--- config.mk ---
export PLATFORM = sky130hd
export DESIGN_NAME = fifo_wr_arbiter
export DESIGN_NICKNAME = d
export VERILOG_FILES = /design/src/rtl/fifo_arb_pkg.sv /design/src/rtl/fifo_wr_arbiter_rr_pick.sv /design/src/rtl/fifo_wr_arbiter.sv
export SDC_FILE = /design/constraint.sdc
export NUM_CORES = 1
export LEC_CHECK = 0
export CORE_UTILIZATION = 45
export CTS_BUF_LIST = sky130_fd_sc_hd__clkbuf_2
export CTS_CLUSTER_SIZE = 14
export DETAILED_ROUTE_END_ITERATION = 16
export PLACE_DENSITY_LB_ADDON = 0.15
export SLEW_MARGIN = 25
export SYNTH_ARGS = -nofsm -noshare
export SYNTH_HDL_FRONTEND = slang
export SYNTH_HIERARCHICAL = 1
export SYNTH_SLANG_ARGS = --single-unit
export TNS_END_PERCENT = 30
--- constraint.sdc ---
create_clock -name clk -period 2.85 [get_ports clk]
set_input_delay 0.285 -clock clk [delete_from_list [all_inputs] [get_ports clk]]
set_output_delay 0.285 -clock clk [all_outputs]
set_load 0.03 [all_outputs]
--- src/rtl/fifo_arb_pkg.sv ---
// fifo_arb_pkg
//   Shared constants for the FIFO write-port arbiter: default data/address
//   widths, FIFO depth, number of producers, credit counter width, and a
//   helper that sizes requester index signals.
//   No ports (package).
package fifo_arb_pkg;

  localparam int DATA_W_DEF   = 4;
  localparam int ADDR_W_DEF   = 3;
  localparam int DEPTH_DEF    = 1 << ADDR_W_DEF;
  localparam int NUM_REQ_DEF  = 4;
  localparam int CREDIT_W_DEF = ADDR_W_DEF + 1;

  // Width of a requester index; at least one bit even for two producers.
  function automatic int idx_w(input int n);
    return (n <= 2) ? 1 : $clog2(n);
  endfunction

endpackage

--- src/rtl/fifo_wr_arbiter_rr_pick.sv ---
// rr_pick
//   Combinational round-robin picker. Searches eligible[] starting at
//   rr_ptr+1 and wrapping modulo NUM_REQ; the first set bit wins.
// Ports:
//   eligible  in   NUM_REQ  candidate requesters
//   rr_ptr    in   IDX_W    index of the previous winner
//   winner    out  IDX_W    chosen index (0 when valid=0)
//   valid     out  1        at least one requester eligible
module rr_pick
  import fifo_arb_pkg::*;
#(
  parameter int NUM_REQ = NUM_REQ_DEF,
  parameter int IDX_W   = idx_w(NUM_REQ)
) (
  input  logic [NUM_REQ-1:0] eligible,
  input  logic [IDX_W-1:0]   rr_ptr,
  output logic [IDX_W-1:0]   winner,
  output logic               valid
);

  logic [IDX_W-1:0] cand;

  // Walk offsets from farthest to nearest so the nearest eligible index
  // after rr_ptr is the last one written and therefore wins.
  always_comb begin
    winner = '0;
    valid  = 1'b0;
    cand   = '0;
    for (int k = NUM_REQ; k >= 1; k--) begin
      cand = IDX_W'((int'(rr_ptr) + k) % NUM_REQ);
      if (eligible[cand]) begin
        winner = cand;
        valid  = 1'b1;
      end
    end
  end

endmodule

--- src/rtl/fifo_wr_arbiter.sv ---
// fifo_wr_arbiter
//   Shares the single write port of an 8-entry synchronous FIFO among
//   NUM_REQ producers with round-robin arbitration. A credit counter tracks
//   free FIFO slots so a write is never issued into a full FIFO (the FIFO
//   clears itself when written while full). Consumer reads of a non-empty
//   FIFO return credit.
//   Build option: define FIFO_ARB_PRIO0_EN to give requester 0 fixed top
//   priority; the remaining requesters rotate among themselves.
// Ports:
//   clk, rst        clock, asynchronous active-high reset
//   req             per-producer write request, held until granted
//   req_data        producer data, slice i = [i*DATA_W +: DATA_W]
//   gnt             one-hot one-cycle grant pulse (registered)
//   fifo_wr_en      FIFO write enable (registered)
//   fifo_data_in    FIFO write data (registered)
//   fifo_rd_en      monitored consumer read enable
//   fifo_empty      FIFO empty flag
//   fifo_full       FIFO full flag
//   credit          free-slot count, 0..DEPTH
//   err             sticky consistency error
//
// Handshake: a producer raises req with valid data and holds both until it
// sees its gnt bit high for one cycle. The arbiter samples req/req_data at
// the edge that sets gnt; the FIFO captures fifo_data_in at the following
// edge, at which point the producer may change data or drop req.
module fifo_wr_arbiter
  import fifo_arb_pkg::*;
#(
  parameter int DATA_W  = DATA_W_DEF,
  parameter int ADDR_W  = ADDR_W_DEF,
  parameter int DEPTH   = 1 << ADDR_W,
  parameter int NUM_REQ = NUM_REQ_DEF
) (
  input  logic                      clk,
  input  logic                      rst,
  input  logic [NUM_REQ-1:0]        req,
  input  logic [NUM_REQ*DATA_W-1:0] req_data,
  output logic [NUM_REQ-1:0]        gnt,
  output logic                      fifo_wr_en,
  output logic [DATA_W-1:0]         fifo_data_in,
  input  logic                      fifo_rd_en,
  input  logic                      fifo_empty,
  input  logic                      fifo_full,
  output logic [ADDR_W:0]           credit,
  output logic                      err
);

  localparam int CW    = ADDR_W + 1;
  localparam int IDX_W = idx_w(NUM_REQ);

  logic [NUM_REQ-1:0] gnt_q, gnt_d;
  logic               wr_en_q, wr_en_d;
  logic [DATA_W-1:0]  data_q, data_d;
  logic [CW-1:0]      credit_q, credit_d;
  logic               err_q, err_d;
  logic [IDX_W-1:0]   rr_ptr_q, rr_ptr_d;

  logic               rd_ret;
  logic [NUM_REQ-1:0] eligible;
  logic [NUM_REQ-1:0] rr_elig;
  logic [IDX_W-1:0]   pick_idx;
  logic               pick_valid;
  logic [IDX_W-1:0]   winner;
  logic               have_winner;
  logic               update_ptr;
  logic               credit_avail;
  logic               grant_now;
  logic [CW:0]        credit_sum;

  // A requester granted this cycle still shows its old req; exclude it.
  assign eligible = req & ~gnt_q;

`ifdef FIFO_ARB_PRIO0_EN
  // Requester 0 is handled by fixed priority, so the rotation skips it.
  assign rr_elig = {eligible[NUM_REQ-1:1], 1'b0};
`else
  assign rr_elig = eligible;
`endif

  rr_pick #(
    .NUM_REQ (NUM_REQ),
    .IDX_W   (IDX_W)
  ) u_rr_pick (
    .eligible (rr_elig),
    .rr_ptr   (rr_ptr_q),
    .winner   (pick_idx),
    .valid    (pick_valid)
  );

  always_comb begin
    rd_ret       = fifo_rd_en & ~fifo_empty;
    winner       = pick_idx;
    have_winner  = pick_valid;
    update_ptr   = 1'b1;
`ifdef FIFO_ARB_PRIO0_EN
    if (eligible[0]) begin
      winner      = '0;
      have_winner = 1'b1;
      update_ptr  = 1'b0;
    end
`endif
    // A credit returned at this edge may be spent at this same edge.
    credit_avail = (credit_q != '0) | rd_ret;
    grant_now    = have_winner & credit_avail;

    gnt_d    = '0;
    wr_en_d  = grant_now;
    data_d   = data_q;
    rr_ptr_d = rr_ptr_q;
    if (grant_now) begin
      gnt_d  = NUM_REQ'(1) << winner;
      data_d = req_data[int'(winner)*DATA_W +: DATA_W];
      if (update_ptr) begin
        rr_ptr_d = winner;
      end
    end

    // One extra bit absorbs the transient credit+1 before saturation; a
    // return at full credit is an error and must not push credit past DEPTH.
    credit_sum = {1'b0, credit_q} + (CW+1)'(rd_ret) - (CW+1)'(grant_now);
    if (credit_sum > (CW+1)'(DEPTH)) begin
      credit_d = CW'(DEPTH);
    end else begin
      credit_d = credit_sum[CW-1:0];
    end

    // FIFO claims full while we believe slots are free (and no write is in
    // flight), or a read returns credit we never spent.
    err_d = err_q
          | (fifo_full & (credit_q != '0) & ~wr_en_q)
          | (rd_ret & (credit_q == CW'(DEPTH)));
  end

  always_ff @(posedge clk or posedge rst) begin
    if (rst) begin
      gnt_q    <= '0;
      wr_en_q  <= 1'b0;
      data_q   <= '0;
      credit_q <= CW'(DEPTH);
      err_q    <= 1'b0;
      rr_ptr_q <= IDX_W'(NUM_REQ - 1);
    end else begin
      gnt_q    <= gnt_d;
      wr_en_q  <= wr_en_d;
      data_q   <= data_d;
      credit_q <= credit_d;
      err_q    <= err_d;
      rr_ptr_q <= rr_ptr_d;
    end
  end

  assign gnt          = gnt_q;
  assign fifo_wr_en   = wr_en_q;
  assign fifo_data_in = data_q;
  assign credit       = credit_q;
  assign err          = err_q;

endmodule
Yosys cells after proc, flatten, opt, wreduce, memory -nomap -nowiden --
Cells that the tools add are included.
Cells by class: add/sub/neg operators 6, equality and inequality tests 1, shift-type cells 2, $lt $le $gt $ge 5, bitwise gates (word level) 12, reductions and logical operators 1, mux-type cells 18
Operators with widths (count):
- 16-bit by 5-bit indexed part select with 4-bit output | 1
- 2-bit by 3-bit less-than comparator with 1-bit output (second input constant) | 4
- 1-bit binary-select mux with 2-bit select | 4
- 1-bit 2-to-1 mux | 8
- 2-bit 2-to-1 mux | 4
- 4-bit 2-to-1 mux | 2
- 4-bit by 1-bit adder with 5-bit output | 1
- 1-bit AND | 5
- 5-bit by 4-bit > comparator with 1-bit output (second input constant) | 1
- 5-bit by 1-bit subtractor with 5-bit output | 1
- 2-bit by 1-bit adder with 2-bit output (second input constant) | 2
- 2-bit adder (second input constant) | 2
- 4-bit AND | 1
- 4-bit equality test (second input constant) | 1
- 4-bit inverter | 1
- 4-bit nonzero test | 1
- 1-bit by 2-bit << shifter with 4-bit output (first input constant) | 1
- 1-bit bitwise OR | 3
- 1-bit inverter | 2
Storage, ports and cells: register bits 16, word-level logic and storage cells 51, bits of input ports 25, output and inout bits 14

Logic depth before layout (Yosys ltp) --
depth after elaboration 12, gate-level depth with buffers 14, mapped depth without buffers 14

Modules after synthesis --
Netlist, hierarchy kept.
Modules (own cells, without submodules):
- fifo_wr_arbiter | area each 923.4 um^2, cells an instance 73, instances 1
- rr_pick | area each 91.3 um^2, cells an instance 14, instances 1

Least setup slack after synthesis --
Ideal clock, no wire load.
path kind register to register, start reg credit_q[3], in the netlist credit[3], end reg credit_q[3], in the netlist credit[3], clock period less this slack 2.711 ns, setup time 0.082 ns, setup slack 0.139 ns, cell stages (with the launch flop) 15, required time 2.768 ns, data arrival time 2.629 ns, path buffers 0, path through dfstp_2 inv_1 ha_1 nand2_1 o21ai_4 inv_4 ha_1 inv_1 ha_1 inv_1 fa_1 nor2b_1 o31ai_2 xnor2_1 or2_1
On the way: word-level cells in the longest chain between the ends 6, elaborated cells on any way between the ends 7, classes of those cells add/sub (2); order compare (1); mux (1); bitwise (2); reduce/logical (1)
RTL lines:
- start: declaration | RTL line fifo_wr_arbiter.sv:54 | logic [CW-1:0] credit_q, credit_d;
- start signal: assignment | RTL line fifo_wr_arbiter.sv:139 | credit_q <= CW'(DEPTH);
- start signal: assignment | RTL line fifo_wr_arbiter.sv:146 | credit_q <= credit_d;
- 4-bit nonzero test * | RTL line fifo_wr_arbiter.sv:103 | credit_avail = (credit_q != '0) | rd_ret;
- 1-bit bitwise OR * | RTL line fifo_wr_arbiter.sv:103
- 1-bit AND * | RTL line fifo_wr_arbiter.sv:104 | grant_now = have_winner & credit_avail;
- via grant_now | RTL line fifo_wr_arbiter.sv:67 | logic grant_now;
- 5-bit by 1-bit subtractor with 5-bit output * | RTL line fifo_wr_arbiter.sv:120 | credit_sum = {1'b0, credit_q} + (CW+1)'(rd_ret) - (CW+1)'(grant_now);
- 5-bit by 4-bit > comparator with 1-bit output | RTL line fifo_wr_arbiter.sv:121 | if (credit_sum > (CW+1)'(DEPTH)) begin
- 4-bit 2-to-1 mux * | RTL line fifo_wr_arbiter.sv:121
- via credit_d[3] | RTL line fifo_wr_arbiter.sv:54
The timed path passes the listed nets; every way through them passes the cells marked *. A chain may end at the register's enable or synchronous reset.

Worst setup path in the final report --
Same ends and word-level chain as after synthesis.

==> reports/metrics.csv <==
stage,metric,value,unit
finish,num-fill-cells,155,
drt,vias,790,
sta,hold_slack,353,ps
clocking,cts_tree,yes,
synth,yosysSeqAreaShare,39.8,%
clocking,clock_tree.root_cell,clkbuf_2,
finish,antennaDiodeCount,0,
pwr,share_seq_of_total_power,25.9,%
clocking,ctsHoldBuffers,0,
finish,fraction_of_layout_instances_using_a_drive_strength_above_1,23.9,%
setup_path,cp-start-kind,register,
sta,final_min_period_over_clock_period,93.5,%
global_route,grt_max_degree,17,
synth,ys.flop_type,dfrtp_1,
drt,post-route-drc-count,0,
finish,final_common_cell,clkdlybuf4s50_1,
synth,yosys.cell_types.count,32,
clocking,cts-resized-gates,0,
synth,avgSynthCellArea,11.7,um2
synth,synth-async-reset-ratio,100,%
pwr,design_power_total,1.64,mW
synth,yosys_warnings,6,
clocking,cts-buffers-inserted,3,
clocking,post_cts_buffers,0,
setup_path,path_cells,inv_1 > ha_1 > nand2_2 > o21ai_4 > inv_4 > ha_1 > inv_1 > ha_1 > inv_1 > fa_1 > nor2b_2 > o31ai_2 > xnor2_2 > or2_1,
global_route,antenna_found_initial,0,
pwr,total_switching_power,0.692,mW
global_route,grt_pass1_vias,842,
sta,setup_repair_after_global_routing_missed_its_margin,no,
drt,first_pass_drt_iterations,4,
global_route,grt_usage,18.8,%
drt,average_detailed_routed_wire_length_per_instance,12.5,um
pwr,vdd.ir_drop.worst,0.834,mV
die,design.core.area,2040,um2
sta,final-max-slew-violation-count,0,
clocking,largest_buffer_count_on_any_clock_path,2,
finish,final_net_count,168,
synth,synth.ff_latch_count,16,
sta,hold_viol_final,0,
placement,hpwl,1.65,mm
die,rows,16,
drt,finalWirelength,2.01,mm
die,die_w,49.5,um
synth,mappedNetlistNets,120,
pwr,clock_power_share,5.9,%
clocking,cts_num_sinks,16,
placement,io_buffers,38,
setup_path,crit_fanout,4,
finish,final_cells,161,
sta,timing.final.crit_period,2660,ps
outcome,outcome,"complete, no violations",
die,dieArea,2450,um2
setup_path,cpMaxStageDelayCell,dfstp_2,
global_route,grt_pass1_wl,3.48,mm
synth,ys_top_cells_by_area,"dfrtp_1 (32%), mux4_2 (8.9%), ha_1 (8.6%)",
sta,layout_setup_ws,185,ps
synth,postSynthCellCount,87,
die,chipHeight,49.5,um
synth,number_of_flops_mapped_to_enable_cells_by_yosys,0,
clocking,clk-insertion-delay-late,270,ps
sta,clock-skew-final,8.82,ps
setup_path,critical_path.endpoint_type,register,
clocking,clk_pin_slew,150,ps
placement,final_weighted_congestion_of_routability_driven_global_placement,0.881,
finish,layout.cells.most_common_list,"clkdlybuf4s50_1 (38), dfrtp_1 (13), inv_1 (10)",
finish,final_util,73.3,%
finish,sequential_cell_area,404,um2
pwr,p_sw_share,42.2,%
sta,timing_worst_slew_pin_value,741,ps
die,start_util,49.7,%
placement,post-place-ws,-97.6,ps
hold_path,min_path_type,in2async,
setup_path,required,3070,ps
drt,vias_per_cell,4.91,
pwr,leakage_power_of_the_design,0.662,nW
setup_path,max_stage_delay,590,ps
setup_path,regToRegSetupSlack,190,ps
pwr,pwr_density_cell,1100,nW/um2
setup_path,cp_data_arrival_time,2890,ps
setup_path,worst-setup-path-type,reg2reg,
pwr,cellInternalPower,0.949,mW
placement,place.detailed.instances,157,
die,io-pin-count,39,
drt,detailedRoute.firstIterationViolations,7,
synth,synth.top_cell.area_share,32.1,%
sta,timing.slew.headroom,50.6,%
flow_run,number_of_maximum_capacitance_violations,0,
sta,timing.fmax,0.375,GHz
synth,synth_top_cell_by_area,dfrtp_1,
sta,finalSetupViolations,0,
drt,postRouteAntennaNets,0,
clocking,cts-htree-levels,1,
synth,netlist_area,1010,um2
finish,combined_area_of_the_multi_input_logic_cells,564,um2
pwr,combinational_group_share_of_total_power,68.2,%
finish,area_delta_synth_final,47.6,%
global_route,grt.overflow.total,0,
==> power groups by stage <==
stage	logic, mW	clock network [mW]	registers [mW]
final	1.12	0.0968	0.426
after global routing	1.22	0.107	0.444
after global placement	1.08	0	0.425
after detailed placement	1.11	0	0.427
after CTS	1.11	0.0989	0.426
after floorplan	0.622	0	0.574
==> metrics by stage <==
step                      area [um2]  setup TNS [ps]
after floorplan                 1010               0
after global placement          1470               0
after detailed placement        1470            -306
after CTS                       1490               0
after global routing            1500               0
final                           1500               0
==> cell families (layout without fill, tap and decap cells) <==
logic type | after synthesis | in the layout | share of synthesized area (%)
fa+ha+maj | 8 | 8 | 10.6
buf+inv | 13 | 60 | 5.80
simple gates | 27 | 27 | 15.4
compound gates | 10 | 10 | 8.63
mux | 11 | 11 | 18.0
xor+xnor | 2 | 2 | 1.73
flops | 16 | 16 | 39.8
==> worst max-delay path, delay by kind of cell (launching register included) <==
family | cells | cell delay [ps]
adder cells (fa/ha/maj) | 4 | 960
flip-flops | 1 | 590
AND/OR/NAND/NOR | 3 | 480
buffers and inverters | 4 | 250
AO/OA/AOI/OAI | 2 | 160
XOR/XNOR | 1 | 160
==> per-layer routing <==
metal,routed length [um],global-route usage [%],up-vias
met5,0,0,-
met4,0,4.29,0
met3,105,3.40,0
met2,1040,33.1,28
met1,868,24.0,369
li1,-,-,393
==> registers in the layout (all words and copies together), names as in the netlist <==
signal / count
credit: 4
fifo_data_in: 4
gnt: 4
rr_ptr_q: 2
err: 1
fifo_wr_en: 1
==> synthesized netlist by cell type, drive strengths merged, types with 2 or more instances <==
library cell,number
dfstp,3
nand2b,4
mux4,4
a21oi,4
nor3,3
ha,7
a31oi,2
nor2b,7
inv,11
buf,2
mux2,6
nor2,3
dfrtp,13
nor3b,2
nand2,3
==> area by class of cell <==
| type | instances | share of cell area, % |
|---|---|---|
| tap | 27 | 2.26 |
| inverter | 11 | 2.92 |
| multi-input combinational | 58 | 37.7 |
| clock inverter | 1 | 0.251 |
| clock buffer | 3 | 1.00 |
| timing repair buffer | 45 | 28.9 |
| sequential | 16 | 27.0 |
==> path summary, 6_finish.rpt <==
| check | start | endpoint | depth (start not counted) |
|---|---|---|---|
| worst max-delay path | credit[3]$_DFF_PP1_ | credit[3]$_DFF_PP1_ | 14 |
| worst min-delay path | rst | credit[2]$_DFF_PP0_ | 2 |
| worst max register to register | credit[3]$_DFF_PP1_ | credit[3]$_DFF_PP1_ | 14 |
| worst min register to register | err$_DFF_PP0_ | err$_DFF_PP0_ | 2 |
| max in group asynchronous | rst | rr_ptr_q[0]$_DFFE_PP1P_ | 2 |
| min in group clk | err$_DFF_PP0_ | err$_DFF_PP0_ | 2 |
No activity file was read; power rests on OpenSTA's default activity.
